--- src/rtl/scan_pkg.sv ---
// Shared types and helpers for the scan-tested multiplier controller.
package scan_pkg;

  typedef enum logic [2:0] {
    IDLE,
    SHIFT,
    CAPT,
    FULL,
    UNLOAD
  } scan_state_e;

  localparam logic [63:0] MISR_POLY_DEF = 64'h1D;

  // Segment length: the 2*op_w chain split evenly across the parallel chains.
  function automatic int unsigned seg_len(input int unsigned op_w, input int unsigned chains);
    return (2 * op_w) / chains;
  endfunction

endpackage

--- src/rtl/scan_seg.sv ---
// One S-bit scan segment: right-shifting serial path or parallel capture.
module scan_seg #(
  parameter int unsigned S = 8
) (
  input  logic         clk,
  input  logic         rst_n,
  input  logic         i_shift,
  input  logic         i_cap,
  input  logic         i_si,
  input  logic [S-1:0] i_pi,
  output logic         o_so,
  output logic [S-1:0] o_q
);

  logic [S-1:0] r_q;
  logic [S:0]   w_ext;
  logic [S-1:0] w_d;

  // Widening by one bit keeps the shift expression legal for S == 1.
  assign w_ext = {i_si, r_q};

  always_comb begin
    w_d = r_q;
    if (i_shift) begin
      w_d = w_ext[S:1];
    end else if (i_cap) begin
      w_d = i_pi;
    end
  end

  always_ff @(posedge clk or negedge rst_n) begin
    if (!rst_n) begin
      r_q <= '0;
    end else begin
      r_q <= w_d;
    end
  end

  assign o_so = r_q[0];
  assign o_q  = r_q;

endmodule

--- src/rtl/scan_mult_ctrl.sv ---
// Scan-chain multiplier with load/capture/unload FSM on valid/ready streams.
// Optional MISR response compaction is enabled by defining SCAN_MISR_EN.
module scan_mult_ctrl
  import scan_pkg::*;
#(
  parameter int unsigned         OP_W      = 4,
  parameter int unsigned         CHAINS    = 1,
  parameter logic [2*OP_W-1:0]   MISR_POLY = MISR_POLY_DEF[2*OP_W-1:0]
) (
  input  logic              clk,
  input  logic              rst_n,
  input  logic              pat_valid,
  output logic              pat_ready,
  input  logic [2*OP_W-1:0] pat_data,
  output logic              res_valid,
  input  logic              res_ready,
  output logic [2*OP_W-1:0] res_data,
  output logic              busy,
  output logic [2*OP_W-1:0] sig,
  input  logic              sig_clr
);

  localparam int unsigned L  = 2 * OP_W;
  localparam int unsigned S  = seg_len(OP_W, CHAINS);
  localparam int unsigned CW = $clog2(S) + 1;

  scan_state_e   r_state;
  logic [CW-1:0] r_cnt;
  logic [L-1:0]  r_pat;
  logic [L-1:0]  r_acc;
  logic [L-1:0]  r_res;
  logic          r_res_valid;
  logic          r_busy;
  logic          r_unl;

  logic [L-1:0]      w_chain;
  logic [L-1:0]      w_a;
  logic [L-1:0]      w_b;
  logic [L-1:0]      w_prod;
  logic [L-1:0]      w_pat_nxt;
  logic [L-1:0]      w_acc_nxt;
  logic [CHAINS-1:0] w_so;
  logic [CHAINS-1:0] w_si;
  logic              w_shift;
  logic              w_cap;
  logic              w_last;
  logic              w_done;
  logic              w_free;

  assign w_shift = (r_state == SHIFT) || (r_state == UNLOAD);
  assign w_cap   = (r_state == CAPT);
  assign w_last  = w_shift && (r_cnt == CW'(S - 1));
  assign w_done  = w_last && ((r_state == UNLOAD) || r_unl);
  assign w_free  = !r_res_valid || res_ready;

  assign w_a    = {{OP_W{1'b0}}, w_chain[L-1:OP_W]};
  assign w_b    = {{OP_W{1'b0}}, w_chain[OP_W-1:0]};
  assign w_prod = w_a * w_b;

  // Pattern and unload buffers mirror the segment shift direction, so each
  // bit lands at the chain position it occupies (pattern) or came from (response).
  genvar c;
  generate
    for (c = 0; c < CHAINS; c++) begin : g_seg
      logic [S:0] w_pat_ext;
      logic [S:0] w_acc_ext;

      assign w_si[c]    = (r_state == SHIFT) ? r_pat[c*S] : 1'b0;
      assign w_pat_ext  = {1'b0, r_pat[c*S +: S]};
      assign w_acc_ext  = {w_so[c], r_acc[c*S +: S]};
      assign w_pat_nxt[c*S +: S] = w_pat_ext[S:1];
      assign w_acc_nxt[c*S +: S] = w_acc_ext[S:1];

      scan_seg #(.S(S)) u_seg (
        .clk     (clk),
        .rst_n   (rst_n),
        .i_shift (w_shift),
        .i_cap   (w_cap),
        .i_si    (w_si[c]),
        .i_pi    (w_prod[c*S +: S]),
        .o_so    (w_so[c]),
        .o_q     (w_chain[c*S +: S])
      );
    end
  endgenerate

  always_ff @(posedge clk or negedge rst_n) begin
    if (!rst_n) begin
      r_state     <= IDLE;
      r_cnt       <= '0;
      r_pat       <= '0;
      r_acc       <= '0;
      r_res       <= '0;
      r_res_valid <= 1'b0;
      r_busy      <= 1'b0;
      r_unl       <= 1'b0;
    end else begin
      if (w_shift) begin
        r_acc <= w_acc_nxt;
      end

      if (w_done) begin
        r_res       <= w_acc_nxt;
        r_res_valid <= 1'b1;
      end else if (res_ready) begin
        r_res_valid <= 1'b0;
      end

      case (r_state)
        IDLE: begin
          if (pat_valid) begin
            r_pat   <= pat_data;
            r_unl   <= 1'b0;
            r_cnt   <= '0;
            r_busy  <= 1'b1;
            r_state <= SHIFT;
          end
        end
        SHIFT: begin
          r_pat <= w_pat_nxt;
          if (w_last) begin
            r_cnt   <= '0;
            r_state <= CAPT;
          end else begin
            r_cnt <= r_cnt + CW'(1);
          end
        end
        CAPT: begin
          r_state <= FULL;
        end
        FULL: begin
          if (w_free) begin
            if (pat_valid) begin
              r_pat   <= pat_data;
              r_unl   <= 1'b1;
              r_state <= SHIFT;
            end else begin
              r_state <= UNLOAD;
            end
          end
        end
        UNLOAD: begin
          if (w_last) begin
            r_cnt   <= '0;
            r_busy  <= 1'b0;
            r_state <= IDLE;
          end else begin
            r_cnt <= r_cnt + CW'(1);
          end
        end
        default: begin
          r_state <= IDLE;
          r_busy  <= 1'b0;
        end
      endcase
    end
  end

  assign pat_ready = rst_n && ((r_state == IDLE) || ((r_state == FULL) && w_free));
  assign res_valid = r_res_valid;
  assign res_data  = r_res;
  assign busy      = r_busy;

`ifdef SCAN_MISR_EN
  logic [L-1:0] r_sig;

  always_ff @(posedge clk or negedge rst_n) begin
    if (!rst_n) begin
      r_sig <= '0;
    end else if (sig_clr) begin
      r_sig <= '0;
    end else if (w_done) begin
      r_sig <= {r_sig[L-2:0], 1'b0} ^ (r_sig[L-1] ? MISR_POLY : '0) ^ w_acc_nxt;
    end
  end

  assign sig = r_sig;
`else
  logic w_unused;

  assign w_unused = sig_clr ^ (^MISR_POLY);
  assign sig      = '0;
`endif

endmodule
--- config.mk ---
export PLATFORM = sky130hd
export DESIGN_NAME = scan_mult_ctrl
export DESIGN_NICKNAME = d
export VERILOG_FILES = /design/src/rtl/scan_pkg.sv /design/src/rtl/scan_seg.sv /design/src/rtl/scan_mult_ctrl.sv
export SDC_FILE = /design/constraint.sdc
export NUM_CORES = 1
export LEC_CHECK = 0
export CORE_MARGIN = 10
export CORE_UTILIZATION = 49
export DETAILED_ROUTE_END_ITERATION = 10
export PLACE_DENSITY_LB_ADDON = 0.25
export SETUP_SLACK_MARGIN = 0.2
export SYNTH_ARGS = -nofsm -noshare
export SYNTH_HDL_FRONTEND = slang
export SYNTH_HIERARCHICAL = 1
export SYNTH_SLANG_ARGS = --single-unit
--- constraint.sdc ---
create_clock -name clk -period 2.8 [get_ports clk]
set_input_delay 0.42 -clock clk [delete_from_list [all_inputs] [get_ports clk]]
set_output_delay 0.42 -clock clk [all_outputs]
set_load 0.01 [all_outputs]
[After elaboration in Yosys (flattened, before gate mapping)]
Index checks and enable logic that the tools add are counted.
Widths: inputs -> output; s select.
Storage, ports and cells
  input bits: 13
  logic and storage cells: 67
  output and inout bits: 19
  register bits: 42
Operators by class
  multipliers: 1
  bitwise operators: 1
  equal/unequal tests: 10
  reductions and logical operators: 22
  add/subtract/negate cells: 1
  multiplexer cells: 23
Operators by type and width (number)
  $mux 8: 4
  $pmux 8 s3: 1
  $mux 3: 5
  $pmux 3 s5: 1
  $ne 2x2->1 const B: 5
  $mul 4x4->8: 1
  $mux 4: 2
  $pmux 4 s2: 1
  $reduce_and 4->1: 2
  $reduce_bool 2->1: 4
  $mux 1: 7
  $eq 3x2->1 const B: 2
  $add 4x1->4 const B: 1
  $eq 4x3->1 const B: 1
  $logic_and 1x1->1: 4
  $logic_or 1x1->1: 4
  $reduce_and 2->1: 2
  $eq 3x1->1 const B: 1
  $eq 3x3->1 const B: 1
  $logic_not 3->1: 1
  $pmux 1 s3: 1
  $reduce_and 3->1: 1
  $reduce_bool 3->1: 1
  $reduce_or 3->1: 1
  4 further kinds: 4

[Depth between registers and ports, before layout]
  word-level depth: 5
  depth in mapped cells: 12
  mapped depth without buffers: 12

[Hierarchy]
Netlist, hierarchy kept.
By module, submodules not included
  scan_mult_ctrl: times used 1, sequential area each 825.8 um^2, area an instance 1983.2 um^2, cells each 184
  scan_seg: times used 1, sequential area each 200.2 um^2, area an instance 380.4 um^2, cells each 35

[Worst setup path after synthesis]
No wires, ideal clock.
  kind: reg-to-reg
  start point: register g_seg[0].u_seg.r_q[3]
  end point: register g_seg[0].u_seg.r_q[6]
  setup time: 124 ps
  arrival: 2607 ps
  path slack: 69 ps
  data required time: 2676 ps
  path buffers: 0
  cell stages (with the launch flop): 13
  cell sequence: dfrtp_1 -> nand2_1 -> fa_1 -> inv_1 -> fa_1 -> inv_1 -> fa_1 -> inv_1 -> a21o_1 -> a21oi_1 -> xnor2_1 -> mux2i_1 -> o21ai_1
Between the ends
  cells in the longest elaborated chain, start to end: 3
RTL lines
  start, declared: line scan_seg.sv:15  | logic [S-1:0] r_q;
  start signal, assigned: line scan_seg.sv:35  | r_q <= w_d;
  $mul 4x4->8: line scan_mult_ctrl.sv:58  | assign w_prod = w_a * w_b;
  named net w_prod[6]: line scan_mult_ctrl.sv:39  | logic [L-1:0] w_prod;
  $mux 8: line scan_seg.sv:26  | end else if (i_cap) begin
  $mux 8: line scan_seg.sv:24  | if (i_shift) begin
The timed path passes the listed nets, and every way through them passes these cells. The select of a mux whose other input is x is not followed.
A chain may end at the register's enable or synchronous reset.

[Worst setup path in the final report]
  start point: register g_seg[0].u_seg.r_q[1]
  end point: register g_seg[0].u_seg.r_q[6]
Same word-level chain as after synthesis.

==> run summary <==
* **run status** finished clean
* **post-detailed-route DRC marker count** 0
* **insertion delay to the later sink of the worst-skew pair** 0.28 ns
* **Post-synth EDFFs** 0
* **post-layout worst setup margin** 0.102 ns
* **number of routed nets with antenna violations** 0
* **Max VDD drop** 0.000559 V
* **total vias in the final route** 1621
* **cell internal pwr** 1870 uW
* **count of maximum capacitance violations** 0
* **setup repair after global routing missed its margin** true
* **leakage dissipation** 0.00133 uW
* **# port buffers** 22
* **filler instances** 393
* **number of synthesized register bits** 41
* **Synth top area share** 43.4%
* **Total GRT Usage** 12.0%
* **number of rows created at floorplan** 25
* **asr flop ratio synth** 100%
* **final setup fails** 0
* **sequential cell area in the final layout** 0.00103 mm2
* **critical path start-end classification** flip-flop to flip-flop
* **mean area per synthesized cell** 10.8 um2
* **number of instances in the synthesized netlist** 219
* **Placement Setup Slack** 0.101 ns
* **effective utilization at floorplan** 50.4%
* **Max clock buf depth** 2
* **maximum clock skew at final layout** 0.00450 ns
* **n_diodes** 0
* **DRT Wirelength** 4380 um
* **Final Total Pwr** 2880 uW
* **shortest clock period the worst path allows after layout** 2.70 ns
* **top cell types by occurrence after synthesis** sky130_fd_sc_hd__dfrtp_1 (41), sky130_fd_sc_hd__nand2_1 (24), sky130_fd_sc_hd__mux2_2 (15)
* **Slowest Stage Delay on Critical Path** 0.56 ns
* **endpoint arrival time on the critical path** 2.87 ns
* **Worst Max-Slew Pin Slew** 0.535 ns
* **post-synthesis instance area** 0.00236 mm2
* **proportion of power drawn by the clock network** 19.3%
* **gp weighted congestion** 0.778
* **fmax** 0.371 GHz
* **master cell of the clock root buffer** sky130_fd_sc_hd__clkbuf_8
* **Pre-antenna DRT Iters** 4
* **master of the slowest instance on the critical path** sky130_fd_sc_hd__fa_2
* **Slew Viols, Final** 0
* **number of clock buffers inserted by TritonCTS** 5
* **count of clock tree sinks** 41
* **kind of path behind the tightest hold check** input pin to asynchronous set/reset pin
* **most common cell in the netlist** sky130_fd_sc_hd__dfrtp_1
* **area grow syn2layout** 19.8%
* **height of the chip** 89.5 um
* **Die Footprint** 0.00800 mm2
* **half-perimeter wire length after detailed placement** 3240 um
* **Sw Pwr** 1010 uW
* **most used flip-flop cell after synthesis** sky130_fd_sc_hd__dfrtp_1
* **Iter 0 DRT Violations** 79
* **DR WL/cell** 14.3 um
* **cell type contributing the most total cell area after synthesis** sky130_fd_sc_hd__dfrtp_1
* **clock tree from TritonCTS** yes
* **die extent in x** 89.5 um
* **synth top area cells** sky130_fd_sc_hd__dfrtp_1 (43%), sky130_fd_sc_hd__mux2_2 (7.1%), sky130_fd_sc_hd__ha_1 (6.9%)
* **Top-Level Pins** 32
* **proportion of layout cells with a drive suffix above 1** 23.7%
* **largest net degree at the start of global routing** 42
* **nature of the critical path startpoint** flip-flop
* **proportion of synthesized chip area in sequential cells** 43.4%
* **total gr overflow** 0
* **final standard cell area without fillers** 0.00283 mm2
* **number of hold buffers added after CTS** 0
* **switching part of the total** 34.9%
* **CTS clock-pin slew for the worst setup and hold paths** 0.08 ns
* **global-route wire length before repair** 7680 um
* **number of warnings reported in the yosys synthesis log** 6
* **vias in the first global route** 1643
* **drt via density** 5.28
* **worst-path fanout max** 4
* **crit share post-route** 96.4%
* **core footprint** 0.00469 mm2
* **htree depth** 2
* **count of different cell masters after synthesis** 39
* **Final Hold Vio Count** 0
* **sequential power share** 33.8%
* **critical path cell sequence** nand2_1 -> fa_1 -> inv_2 -> fa_2 -> inv_1 -> fa_2 -> inv_2 -> a21o_1 -> a21oi_2 -> xnor2_1 -> mux2i_1 -> o21ai_1
* **multi-input combinational cell area** 0.00126 mm2
* **worst slew slack as a fraction of its limit** 64.1%
* **setup TNS** 0 ns
* **cell area after placement** 0.00263 mm2
* **combinational share of power** 46.9%
* **final net count** 282
* **power density normalized to cell area** 1020 mW/mm2
* **crit end category** flip-flop
* **initial antenna violation count** 0
* **Req. time, crit path** 2.97 ns
flip-flops by register name (all words and copies together) (netlist names):
name,flops
busy,1
g_seg.u_seg/o_q,8
r_acc,7
r_state,3
r_cnt,4
res_valid,1
r_unl,1
r_pat,8
res_data,8
stage by stage:
stage                     util, %  cells  hold slack, ns
after detailed placement     56.1    296           0.491
after floorplan                 -    226           0.124
after CTS                    59.7    306           0.245
after global placement       56.1    296           0.476
after global routing         60.3    307           0.255
final                        60.3    307           0.218
critical path, delay by kind of cell, from the launching register on:
| kind | cells | cell delay (ns) |
|---|---|---|
| AO/OA/AOI/OAI | 3 | 0.25 |
| adder cells (fa/ha/maj) | 3 | 1.40 |
| multiplexers | 1 | 0.14 |
| XOR/XNOR | 1 | 0.13 |
| flip-flops | 1 | 0.40 |
| buffers and inverters | 3 | 0.16 |
| AND/OR/NAND/NOR | 1 | 0.10 |
cell type report:
type	instances	share of cell area (%)
Inverter	11	1.46
Multi-Input combinational cell	159	44.4
Clock inverter	3	2.30
Clock buffer	5	2.43
Tap cell	54	2.39
Sequential cell	41	36.2
Timing Repair Buffer	34	10.8
placed cells by master, fill, tap and decap left out, drive strengths merged, types with 2 or more instances in the layout:
cell           count
dfrtp             41
nand2             24
clkdlybuf4s50     21
mux2              15
o21ai             14
buf               13
ha                13
inv               11
and2              10
nand2b             9
nor2               8
conb               8
mux2i              8
a21oi              8
o221a              7
clkbuf             5
xnor2              4
fa                 4
and3               3
a21o               3
nor3b              3
o22ai              2
a22o               2
bufinv             2
a211oi             2
nand3              2
worst paths after layout:
check | startpoint | endpoint | slack (ns) | depth (start not counted)
hold / removal | rst_n | r_pat[4] | 0.22 | 2
min in group clk | res_data[5] | res_data[5] | 0.51 | 1
setup / recovery | g_seg[0].u_seg/o_q[1] | g_seg[0].u_seg/o_q[6] | 0.10 | 12
setup reg to reg | g_seg[0].u_seg/o_q[1] | g_seg[0].u_seg/o_q[6] | 0.10 | 12
max in group asynchronous | rst_n | res_data[2] | 2.23 | 2
hold reg to reg | res_data[5] | res_data[5] | 0.51 | 1
metal layers:
| layer | wire length, um | global-route usage, % |
|---|---|---|
| met5 | 0 | 0 |
| met4 | 27 | 3.03 |
| met3 | 145 | 3.37 |
| met1 | 2080 | 15.4 |
| met2 | 2130 | 19.5 |
cell families after synthesis:
| family | after synthesis | share of synthesized area [%] |
|---|---|---|
| AO/OA/AOI/OAI | 42 | 12.5 |
| XOR/XNOR | 5 | 1.85 |
| adder cells (fa/ha/maj) | 17 | 10.3 |
| buffers and inverters | 26 | 6.62 |
| flip-flops | 41 | 43.4 |
| multiplexers | 23 | 10.5 |
| other | 1 | 0.159 |
| AND/OR/NAND/NOR | 64 | 14.6 |
power by group through the flow:
stage	logic (uW)	clock network, uW	registers [uW]
3_5_place_dp	1230	0	982
4_1_cts	1290	567	972
6_report	1350	556	973
2_1_floorplan	959	0	951
3_3_place_gp	1220	0	976
5_1_grt	1540	593	1010
timing repair:
| action | in CTS | in global routing |
|---|---|---|
| hold endpoints to repair | 0 | 0 |
| pin swaps | 1 | 11 |
| gates resized for setup | 4 | 6 |
| buffers inserted | 2 | 1 |
| setup endpoints to repair | 3 | 6 |
No activity file was read; power rests on OpenSTA's default activity.
